<file path="config.mk">
export PLATFORM = sky130hd
export DESIGN_NAME = adc_sample_buffer
export DESIGN_NICKNAME = d
export VERILOG_FILES = /design/src/rtl/adc_sample_buffer.sv
export SDC_FILE = /design/constraint.sdc
export NUM_CORES = 1
export LEC_CHECK = 0
export ABC_AREA = 0
export CORE_UTILIZATION = 25
export DETAILED_ROUTE_END_ITERATION = 16
export PLACE_DENSITY_LB_ADDON = 0.2
export SLEW_MARGIN = 10
export SYNTH_ARGS = -nofsm -noshare
export SYNTH_HDL_FRONTEND = slang
export SYNTH_SLANG_ARGS = --single-unit
</file>
<file path="constraint.sdc">
create_clock -name clk -period 16.3 [get_ports clk]
set_input_delay 2.445 -clock clk [delete_from_list [all_inputs] [get_ports clk]]
set_output_delay 2.445 -clock clk [all_outputs]
set_load 0.03 [all_outputs]
</file>
<file path="src/rtl/adc_sample_buffer.sv">
// adc_sample_buffer
//   Accepts 24-bit signed ADC conversions (one strobe per sample) and
//   optionally box-car averages blocks of 2^decim_log2 samples. Each result
//   is tagged with an 8-bit sequence number and queued in a first-word-
//   fall-through FIFO drained over a valid/ready stream.
//
//   Optional feature macro: ADC_SAMPLE_BUFFER_TSTAMP_EN
//     defined   : a free-running 32-bit cycle counter is captured at the
//                 first sample of each block and travels with the FIFO entry
//                 to out_tstamp.
//     undefined : out_tstamp is tied to 0; no counter or storage is built.
//
// Ports
//   clk, rst_n    clock, asynchronous active-low reset
//   sample_in     signed ADC sample
//   sample_valid  one-cycle strobe qualifying sample_in
//   enable        1 = accept samples, 0 = drop samples and partial block
//   decim_log2    averaging exponent (clamped to DECIM_MAX_LOG2)
//   out_data      {seq[7:0], average}, head of FIFO
//   out_tstamp    cycle count at first sample of head block
//   out_valid     FIFO non-empty
//   out_ready     consumer accept
//   level         FIFO occupancy 0..DEPTH
//   overflow      sticky: a result was dropped on a full FIFO
//   clear_ovf     one-cycle pulse clearing overflow (a same-cycle drop wins)
module adc_sample_buffer #(
  parameter int unsigned DATA_WIDTH     = 24,
  parameter int unsigned DEPTH          = 16,
  parameter int unsigned DECIM_MAX_LOG2 = 4
) (
  input  logic                                   clk,
  input  logic                                   rst_n,
  input  logic [DATA_WIDTH-1:0]                  sample_in,
  input  logic                                   sample_valid,
  input  logic                                   enable,
  input  logic [$clog2(DECIM_MAX_LOG2+1)-1:0]    decim_log2,
  output logic [DATA_WIDTH+8-1:0]                out_data,
  output logic [31:0]                            out_tstamp,
  output logic                                   out_valid,
  input  logic                                   out_ready,
  output logic [$clog2(DEPTH):0]                 level,
  output logic                                   overflow,
  input  logic                                   clear_ovf
);

  localparam int unsigned LOG2W  = $clog2(DECIM_MAX_LOG2 + 1);
  localparam int unsigned ACC_W  = DATA_WIDTH + DECIM_MAX_LOG2;
  localparam int unsigned CNT_W  = DECIM_MAX_LOG2 + 1;
  localparam int unsigned PTR_W  = $clog2(DEPTH);
  localparam int unsigned WORD_W = DATA_WIDTH + 8;

  // ---------------------------------------------------------------------
  // Decimation datapath
  // ---------------------------------------------------------------------
  logic signed [ACC_W-1:0]  acc_q;
  logic [CNT_W-1:0]         cnt_q;
  logic [LOG2W-1:0]         shift_q;
  logic [7:0]               seq_q;

  logic                     accept_c;
  logic                     first_c;
  logic [LOG2W-1:0]         shift_req_c;
  logic [LOG2W-1:0]         shift_eff_c;
  logic signed [ACC_W-1:0]  sum_c;
  logic [CNT_W-1:0]         cnt_inc_c;
  logic [CNT_W-1:0]         blk_len_c;
  logic                     done_c;
  logic [DATA_WIDTH-1:0]    result_c;
  logic [WORD_W-1:0]        wdata_c;

  // Block factor is taken live on the first sample of a block and held after.
  always_comb begin
    accept_c    = sample_valid && enable;
    first_c     = (cnt_q == '0);
    shift_req_c = (decim_log2 > LOG2W'(DECIM_MAX_LOG2)) ? LOG2W'(DECIM_MAX_LOG2)
                                                       : decim_log2;
    shift_eff_c = first_c ? shift_req_c : shift_q;
    sum_c       = acc_q + $signed({{DECIM_MAX_LOG2{sample_in[DATA_WIDTH-1]}}, sample_in});
    cnt_inc_c   = cnt_q + CNT_W'(1);
    blk_len_c   = CNT_W'(1) << shift_eff_c;
    done_c      = accept_c && (cnt_inc_c == blk_len_c);
    // Arithmetic shift floors toward minus infinity; the mean fits DATA_WIDTH.
    result_c    = DATA_WIDTH'(sum_c >>> shift_eff_c);
    wdata_c     = {seq_q, result_c};
  end

  // Accumulator, block counter, latched factor and sequence number.
  always_ff @(posedge clk or negedge rst_n) begin
    if (!rst_n) begin
      acc_q   <= '0;
      cnt_q   <= '0;
      shift_q <= '0;
      seq_q   <= '0;
    end else if (!enable) begin
      acc_q <= '0;
      cnt_q <= '0;
    end else if (accept_c) begin
      if (first_c) begin
        shift_q <= shift_req_c;
      end
      if (done_c) begin
        acc_q <= '0;
        cnt_q <= '0;
        seq_q <= seq_q + 8'd1;
      end else begin
        acc_q <= sum_c;
        cnt_q <= cnt_inc_c;
      end
    end
  end

  // ---------------------------------------------------------------------
  // FIFO control
  // ---------------------------------------------------------------------
  logic [WORD_W-1:0] mem [DEPTH];
  logic [PTR_W:0]    wr_q;
  logic [PTR_W:0]    rd_q;

  logic              full_c;
  logic              pop_c;
  logic              push_c;
  logic              drop_c;
  logic [PTR_W:0]    wr_nxt_c;
  logic [PTR_W:0]    rd_nxt_c;
  logic              nonempty_nxt_c;
  logic              head_from_wr_c;

  always_comb begin
    full_c         = (level == (PTR_W+1)'(DEPTH));
    pop_c          = out_valid && out_ready;
    // A pop frees a slot on the same edge, so a full FIFO still accepts.
    push_c         = done_c && (!full_c || pop_c);
    drop_c         = done_c && full_c && !pop_c;
    wr_nxt_c       = wr_q + (PTR_W+1)'(push_c);
    rd_nxt_c       = rd_q + (PTR_W+1)'(pop_c);
    nonempty_nxt_c = (wr_nxt_c != rd_nxt_c);
    // Next head is the word being written when it lands in the head slot.
    head_from_wr_c = push_c && (wr_q[PTR_W-1:0] == rd_nxt_c[PTR_W-1:0]);
  end

  // Storage array, no reset needed.
  always_ff @(posedge clk) begin
    if (push_c) begin
      mem[wr_q[PTR_W-1:0]] <= wdata_c;
    end
  end

  // Pointers, registered head word, status flags.
  always_ff @(posedge clk or negedge rst_n) begin
    if (!rst_n) begin
      wr_q      <= '0;
      rd_q      <= '0;
      level     <= '0;
      out_valid <= 1'b0;
      out_data  <= '0;
      overflow  <= 1'b0;
    end else begin
      wr_q      <= wr_nxt_c;
      rd_q      <= rd_nxt_c;
      level     <= wr_nxt_c - rd_nxt_c;
      out_valid <= nonempty_nxt_c;
      // Head holds its last value once the FIFO runs empty.
      if (nonempty_nxt_c) begin
        out_data <= head_from_wr_c ? wdata_c : mem[rd_nxt_c[PTR_W-1:0]];
      end
      if (drop_c) begin
        overflow <= 1'b1;
      end else if (clear_ovf) begin
        overflow <= 1'b0;
      end
    end
  end

  // ---------------------------------------------------------------------
  // Optional block timestamps
  // ---------------------------------------------------------------------
`ifdef ADC_SAMPLE_BUFFER_TSTAMP_EN
  logic [31:0] cyc_q;
  logic [31:0] ts_q;
  logic [31:0] wts_c;
  logic [31:0] ts_mem [DEPTH];

  always_comb begin
    wts_c = first_c ? cyc_q : ts_q;
  end

  // Free-running cycle counter and first-sample capture.
  always_ff @(posedge clk or negedge rst_n) begin
    if (!rst_n) begin
      cyc_q <= '0;
      ts_q  <= '0;
    end else begin
      cyc_q <= cyc_q + 32'd1;
      if (accept_c && first_c) begin
        ts_q <= cyc_q;
      end
    end
  end

  // Timestamp storage alongside the data array.
  always_ff @(posedge clk) begin
    if (push_c) begin
      ts_mem[wr_q[PTR_W-1:0]] <= wts_c;
    end
  end

  // Head timestamp, same timing as out_data.
  always_ff @(posedge clk or negedge rst_n) begin
    if (!rst_n) begin
      out_tstamp <= '0;
    end else if (nonempty_nxt_c) begin
      out_tstamp <= head_from_wr_c ? wts_c : ts_mem[rd_nxt_c[PTR_W-1:0]];
    end
  end
`else
  assign out_tstamp = 32'd0;
`endif

endmodule
</file>
# Word-level counts from Yosys, hierarchy flattened
# Memory sizes are Yosys's and may differ from the RTL's. A register that Yosys moved wholly into a read port is not among the register bits.
# Index checks and enable logic that the tools add are counted.
# totals
regBits	61
ram_bits	512
output_inout_bits	71
memories	1
# op_classes
n_addsub	6
magnitude_cmp	1
n_eq_ne	4
shifts	2
muxes	12
n_reduce_logical	14
# mem_list
name	depth	width	rd	rd_ports_with_merged_regs	wr	line_no	rtl
mem	16	32	1	1	1	115	logic [WORD_W-1:0] mem [DEPTH];
# op_table
cell	n
$mux W28	3
$add A28 B24 Y28	1
$sshr A28 B3 Y24	1
$mux W5	3
$add A5 B1 Y5	2
$add A8 B1 Y8 const B	1
$logic_and A1 B1 Y1	6
$mux W3	2
$add A5 B1 Y5 const B	1
$eq A5 B5 Y1	1
$eq A5 B5 Y1 const B	1
$logic_not A5 Y1	1
$ne A5 B5 Y1	1
$shl A1 B3 Y5 const A	1
$sub A5 B5 Y5	1
$mux W1	4
$gt A3 B3 Y1 const B	1
$logic_not A1 Y1	3
$reduce_and A3 Y1	1
$ne A2 B1 Y1 const B	1
$reduce_and A2 Y1	1
$reduce_bool A2 Y1	1
$logic_or A1 B1 Y1	1

# Depth between registers and ports, before layout
# Gate-level depths: netlist of run 1.
# logic_depth
ltp_word	9
mapped_depth	21

# Worst setup path after synthesis of run 1
# No wires, ideal clock.
# synth_timing
path_type	input to register
from	input port decim_log2[0]
to	memory mem[3][0] in the netlist's numbering (enable)
setup_time_ns	0.461
t_arrival_ns	6.251
required_ns	15.839
slack_ns	9.588
stages	8
path_buffers	0
path_cell_list	nor2b_1 -> mux2i_1 -> nand2_1 -> a211oi_2 -> o221ai_2 -> nor2b_4 -> nand3_1 -> nor3_1
# synth_via
elab_chain_cells	9
# synth_lines
item	line_no	rtl
start: declaration	36	input logic [$clog2(DECIM_MAX_LOG2+1)-1:0] decim_log2,
$gt A3 B3 Y1	75	shift_req_c = (decim_log2 > LOG2W'(DECIM_MAX_LOG2)) ? LOG2W'(DECIM_MAX_LOG2)
$mux W3 *	75	
$mux W3 *	--	
$shl A1 B3 Y5 *	80	blk_len_c = CNT_W'(1) << shift_eff_c;
$eq A5 B5 Y1 *	81	done_c = accept_c && (cnt_inc_c == blk_len_c);
$logic_and A1 B1 Y1 *	81	
$logic_and A1 B1 Y1 *	132	push_c = done_c && (!full_c || pop_c);
$mux W1 *	143	if (push_c) begin
$mux W1 (implied by the code) *	144	mem[wr_q[PTR_W-1:0]] <= wdata_c;
end: declaration	115	
# Every way passes the cells marked *; elsewhere a longest branch is shown, timed or not.

# Worst setup path in the final report of run 1
# layout_timing
from	input port decim_log2[2]
to	register out_data[11], read port of mem
# layout_via
elab_chain_cells	9
# layout_lines
item	line_no	rtl
$gt A3 B3 Y1	75	
$mux W3 *	75	
$mux W3 *	--	
$shl A1 B3 Y5 *	80	
$eq A5 B5 Y1 *	81	
$logic_and A1 B1 Y1 *	81	
$logic_and A1 B1 Y1 *	132	
$add A5 B1 Y5 *	134	wr_nxt_c = wr_q + (PTR_W+1)'(push_c);
named net wr_nxt_c[2]	123	logic [PTR_W:0] wr_nxt_c;
$ne A5 B5 Y1 *	136	nonempty_nxt_c = (wr_nxt_c != rd_nxt_c);
end: declaration	37	output logic [DATA_WIDTH+8-1:0] out_data,
# Mark *: on every way through the listed nets, which the timed path passes. The rest lies on a longest branch.
# A chain may end at the register's enable or synchronous reset.

==> out/metrics.yaml, run 1 <==
nets: 1804
fin_skew_ns: 0.03469
hpwl_mm: 45.98
drc: 0
place.gp.congestion: 0.8399
core-area_sq_um: 104200
grt_usage_pct: 14.16
maxCapViolCount: 0
cts_tree: "done"
period_minus_slack_ns: 7.664
cts_setup_buffers: 0
p_comb_share_pct: 40.6
p_int_mw: 3.916
ys_types: 73
tns_ns: 0
maxSlewHeadroom_pct: 18.60
wire_per_inst_microns: 24.03
grt_antenna_before_repair: 3
die_h_microns: 327.3
synthToLayoutAreaGrowth_pct: 17.65
cp-start-kind: "primary input"
drive_above_1_share_pct: 18.53
swShare_pct: 36.51
overflow: 0
drt-total-wl_mm: 76.11
drv_slew: 0
fmax_ghz: 0.1305
cts_hold_buf: 0
hold_class: "reg2reg"
cts_root_buffer: "clkbuf_16"
yosys_register_bits: 605
vias: 15258
synth_top_area_share_pct: 58.13
power_frac_clock_pct: 24.9
hold_viol_final: 0
die_area_sq_um: 107100
critPathKind: "in2reg"
synth_warnings: 0
required_ns: 16.80
io_buffer_count: 71
cts.sinks: 605
setup_viol: 0
fin_cells: 3167
cts_buffers: 69
grt_first_pass_wirelength_mm: 110.6
chipWidth_microns: 327.3
ant_nets: 0
synth-async-reset-ratio_pct: 15.37
clk_pin_slew_ns: 0.06
synth_top_area_cell: "edfxtp_1"
power.switching_mw: 2.252
synthCells: 1637
crit_path_end_kind: "register"
synth_area_leaders: "edfxtp_1, mux4_2, dfrtp_1"
grt_max_degree: 86
synth_edf_count: 512
path_max_fanout: 37
status: "complete, no violations"
pwr_density_cell_nw_per_um2: 198.2
ys_seq_area_share_pct: 66.93
netlist_area_sq_um: 26450
first_global_vias: 15722
drt_first_pass_iters: 7
clk_path_buf_depth: 3
synth_ff_type: "edfxtp_1"
rows: 118
clk-insertion-delay-late_ns: 0.63
start_util_pct: 25.37
peakVddDrop_uv: 146.1
p_leak_nw: 10.57
arrival_ns: 8.16
htree_levels: 3
vias_per_cell: 4.818
rsz0062_at_grt: "no"
finalCritPeriodShare_pct: 47.02
ios: 104
post_cts_resized: 0
avgSynthCellArea_sq_um: 16.16
seqPwrFrac_pct: 34.5
dp_cells: 3039
drt_iter0_markers: 1164
worstMarginPinSlew_ns: 1.220
-- sequential cells by signal, indices dropped and copies added (netlist names) --
name / count
mem: 512
out_data: 32
acc_q: 28
seq_q: 8
cnt_q: 5
level: 5
rd_q: 5
wr_q: 5
shift_q: 3
out_valid: 1
overflow: 1
-- stage by stage --
stage / utilization, % / power (mW) / area, sq um / hold slack, ns / setup WS, ns
6_report: 29.85 / 6.168 / 31120 / 0.4873 / 8.636
5_1_grt: 29.85 / 6.491 / 31120 / 0.5147 / 8.219
4_1_cts: 29.85 / 6.262 / 31110 / 0.4924 / 8.728
3_5_place_dp: 27.69 / 4.700 / 28870 / 0.4795 / 8.119
3_3_place_gp: 27.69 / 4.691 / 28870 / 0.4726 / 8.153
2_1_floorplan: - / 3.818 / 26570 / 0.4538 / 9.588
-- cells by family after synthesis --
family | Yosys count | synth area share (%)
muxes | 190 | 13.81
other | 1 | 0.01418
and+or+nand+nor | 353 | 6.273
xor gates and xnor gates | 45 | 1.490
DFF | 605 | 66.93
adders and majority gates | 41 | 1.996
AOI/OAI and AO/OA | 258 | 6.751
buffers and inverters | 144 | 2.734
-- area by class of cell --
type                            instances  area [sq um]
Antenna cell                            1         2.502
Tap cell                             1380          1727
Fill cell                           10419         73120
Multi-Input combinational cell        919          8339
Inverter                               26         97.59
Timing Repair Buffer                  109          1006
Sequential cell                       605         17700
Clock inverter                         26         285.3
Clock buffer                          101          1959
-- Yosys cell counts, types with 6 or more instances --
cell type,instances
o31ai_1,7
a211oi_1,16
a221o_1,14
nor2_1,64
o21ai_0,39
nand3_1,24
mux2i_1,38
or3_1,6
nor3_1,18
edfxtp_1,512
o211ai_1,7
a31oi_1,27
mux4_2,138
buf_2,26
mux2_2,12
buf_4,34
buf_1,11
a21o_1,11
nand4_1,10
xnor2_1,26
a2111oi_0,10
ha_1,39
a22o_1,22
inv_1,25
nand2_1,159
clkbuf_1,44
and3_1,33
a21oi_1,57
nand2b_1,9
xor2_1,19
dfrtp_1,93
and2_1,8
-- power groups by stage --
stage                     registers [mW]  logic, mW  clock network, mW
after floorplan                     2.18       1.64                  0
after global placement              2.16       2.53                  0
after detailed placement            2.16       2.54                  0
after CTS                           2.13       2.55               1.58
after global routing                2.14       2.72               1.63
final                               2.13       2.51               1.54
-- critical path, stage by stage --
cell,delay (ns)
clkdlybuf4s50_1,0.53
nor2b_1,0.24
mux2_2,0.67
nand4_1,0.16
a21oi_1,0.25
o221ai_2,0.14
buf_4,0.19
nor2b_4,0.15
ha_1,0.19
ha_1,0.20
xor2_1,0.30
ha_1,0.23
and2_1,0.12
and4_2,0.83
inv_1,0.81
and3_1,0.39
a221o_1,0.25
-- worst paths after layout --
kind | startpoint | end | slack (ns) | depth (start not counted)
min in group asynchronous | rst_n | acc_q[18] | 1.84 | 1
max in group asynchronous | rst_n | out_data[15] | 13.12 | 2
max reg2reg | cnt_q[0] | out_data[11] | 9.84 | 18
min reg2reg | wr_q[4] | wr_q[4] | 0.49 | 1
min | wr_q[4] | wr_q[4] | 0.49 | 1
max | decim_log2[2] | out_data[11] | 8.64 | 17
-- metal layers --
metal / track usage [%] / routed length [microns] / up-vias
met5: 0 / 12 / -
li1: - / - / 6639
met2: 22.78 / 35610 / 433
met3: 3.161 / 4264 / 111
met4: 3.698 / 1698 / 2
met1: 19.23 / 34530 / 8073
-- cells in the final DEF, fill, tap and decap left out, types with 10 or more instances in the layout --
| cell | netlist | layout |
|---|---|---|
| ha_1 | 39 | 37 |
| a31oi_1 | 27 | 26 |
| nor2_4 | 0 | 12 |
| nand4_1 | 10 | 10 |
| o21ai_0 | 39 | 38 |
| nand2_1 | 159 | 159 |
| a221o_1 | 14 | 14 |
| mux4_2 | 138 | 138 |
| dfrtp_1 | 93 | 93 |
| mux2_2 | 12 | 12 |
| edfxtp_1 | 512 | 512 |
| xnor2_1 | 26 | 26 |
| nand3_1 | 24 | 24 |
| a21oi_1 | 57 | 57 |
| clkinv_2 | 0 | 11 |
| a211oi_1 | 16 | 16 |
| clkbuf_1 | 44 | 23 |
| mux2i_1 | 38 | 36 |
| xor2_1 | 19 | 17 |
| and3_1 | 33 | 33 |
| a2111oi_0 | 10 | 10 |
| a21o_1 | 11 | 11 |
| clkbuf_16 | 0 | 71 |
| nor2_1 | 64 | 51 |
| buf_4 | 34 | 38 |
| clkdlybuf4s50_1 | 0 | 70 |
| nor3_1 | 18 | 15 |
| inv_1 | 25 | 25 |
| a22o_1 | 22 | 22 |
| conb_1 | 1 | 32 |
Note: power is estimated with default switching activity, not from simulation.
==> run 2: changes to the inputs <==
==> constraint.sdc (replaced) <==
create_clock -name clk -period 7.77 [get_ports clk]
set_input_delay 1.1655 -clock clk [delete_from_list [all_inputs] [get_ports clk]]
set_output_delay 1.1655 -clock clk [all_outputs]
set_load 0.03 [all_outputs]
==> out/metrics.yaml, run 2 (synthesized netlist as in run 1, its figures left out) <==
status: "complete, no violations"
cp-start-kind: "register"
place.gp.congestion: 0.8213
tns_ns: 0
chipWidth_microns: 327.3
clk_path_buf_depth: 3
start_util_pct: 25.37
post_cts_resized: 0
place_area_sq_um: 28900
hold_path_startpoint: "acc_q[26]"
final_cell_area_sq_um: 31200
drc: 0
fin_skew_ns: 0.03156
cts.sinks: 605
path_max_fanout: 37
cts_tree: "done"
grt_first_pass_wirelength_mm: 111.1
worstMarginPinSlew_ns: 1.160
drv_slew: 0
core-area_sq_um: 104200
total_power_mw: 13.04
drt-total-wl_mm: 76.15
p_leak_nw: 10.60
die_area_sq_um: 107100
grt_max_degree: 122
cts_buffers: 70
dp_cells: 3040
maxSlewHeadroom_pct: 22.47
multi_input_area_sq_um: 8339
pwr_density_cell_nw_per_um2: 418.1
io_buffer_count: 71
period_minus_slack_ns: 6.096
overflow: 0
drt_first_pass_iters: 7
crit_path_end_kind: "register"
nets: 1806
vias: 15327
die_h_microns: 327.3
hold_viol_final: 0
clk_pin_slew_ns: 0.06
drt_iter0_markers: 1344
hold_class: "reg2reg"
rows: 118
rsz0062_at_grt: "no"
r2r_start: "cnt_q[0]"
critPathKind: "reg2reg"
ios: 104
cts_root_buffer: "clkbuf_16"
ant_nets: 0
setup_viol: 0
hpwl_mm: 45.99
grt_usage_pct: 14.16
fin_cells: 3166
nFillCells: 10358
finalCritPeriodShare_pct: 78.45
arrival_ns: 6.58
required_ns: 8.25
grt_antenna_before_repair: 0
peakVddDrop_uv: 320.5
final_common_cell: "edfxtp_1"
largest_reg_flops: 512
fmax_ghz: 0.1641
final_cell_mix: "edfxtp_1, nand2_1, mux4_2, dfrtp_1, clkbuf_16"
cts_hold_buf: 0
synthToLayoutAreaGrowth_pct: 17.96
vias_per_cell: 4.841
cts_setup_buffers: 0
htree_levels: 3
drive_above_1_share_pct: 18.49
critPathLaunch: "cnt_q[0]"
maxCapViolCount: 0
ff_latch_area_sq_um: 17700
first_global_vias: 15672
wire_per_inst_microns: 24.05
clk-insertion-delay-late_ns: 0.61
==> run 2: cell types whose count changed in the layout (fill, tap and decap cells not counted), sizes merged <==
cell,change
buf,+1
bufinv,+3
clkbuf,-13
clkinv,+7
inv,+1
==> run 2: critical path: stages (launching register included) <==
cell and delay [ns]:
dfrtp_1 0.45, inv_1 0.13, ha_1 0.16, nor4b_4 0.53, mux2_4 0.50, or3_1 0.41
a211oi_2 0.28, o221ai_2 0.13, buf_4 0.19, nor2b_4 0.16, ha_1 0.19, ha_1 0.19
nand3_1 0.11, xnor2_1 0.30, xnor2_1 0.19, and4_2 0.88, inv_1 0.57, and3_1 0.30
a221o_1 0.26
==> run 2: worst paths after layout <==
kind | end | slack, ns | cells past startpoint
max in group asynchronous | seq_q[1] | 5.88 | 2
worst min-delay path | acc_q[26] | 0.48 | 2
worst max-delay path | out_data[12] | 1.67 | 18
worst max register to register | out_data[12] | 1.67 | 18
min in group asynchronous | acc_q[18] | 0.57 | 1
worst min register to register | acc_q[26] | 0.48 | 2
==> run 2: per-stage QoR <==
stage | setup slack (ns) | utilization [%] | hold slack (ns)
after global placement | 1.304 | 27.72 | 0.4747
after detailed placement | 1.277 | 27.72 | 0.4775
final | 1.674 | 29.93 | 0.4809
after floorplan | 2.337 | - | 0.4538
after CTS | 1.734 | 29.92 | 0.4894
after global routing | 1.249 | 29.93 | 0.5170
==> run 2: power breakdown <==
part / switching, mW / internal (mW) / total (mW)
sequential: 0.264 / 4.19 / 4.45
clock: 1.37 / 1.92 / 3.29
combinational: 3.13 / 2.17 / 5.30
==> run 2: layer usage <==
layer,GRT usage (%),wire length (microns)
met3,2.319,3743
met1,20.69,36530
met4,2.682,1060
met2,22.18,34810
met5,0,0
==> run 2: final cells by class <==
cell class | instances | area share [%]
antenna | 1 | 0.008021
clock buffer | 88 | 5.963
clock inverter | 37 | 1.384
inverter | 26 | 0.3128
multi-input combinational | 919 | 26.73
sequential | 605 | 56.74
tap | 1380 | 5.534
timing repair buffer | 110 | 3.329
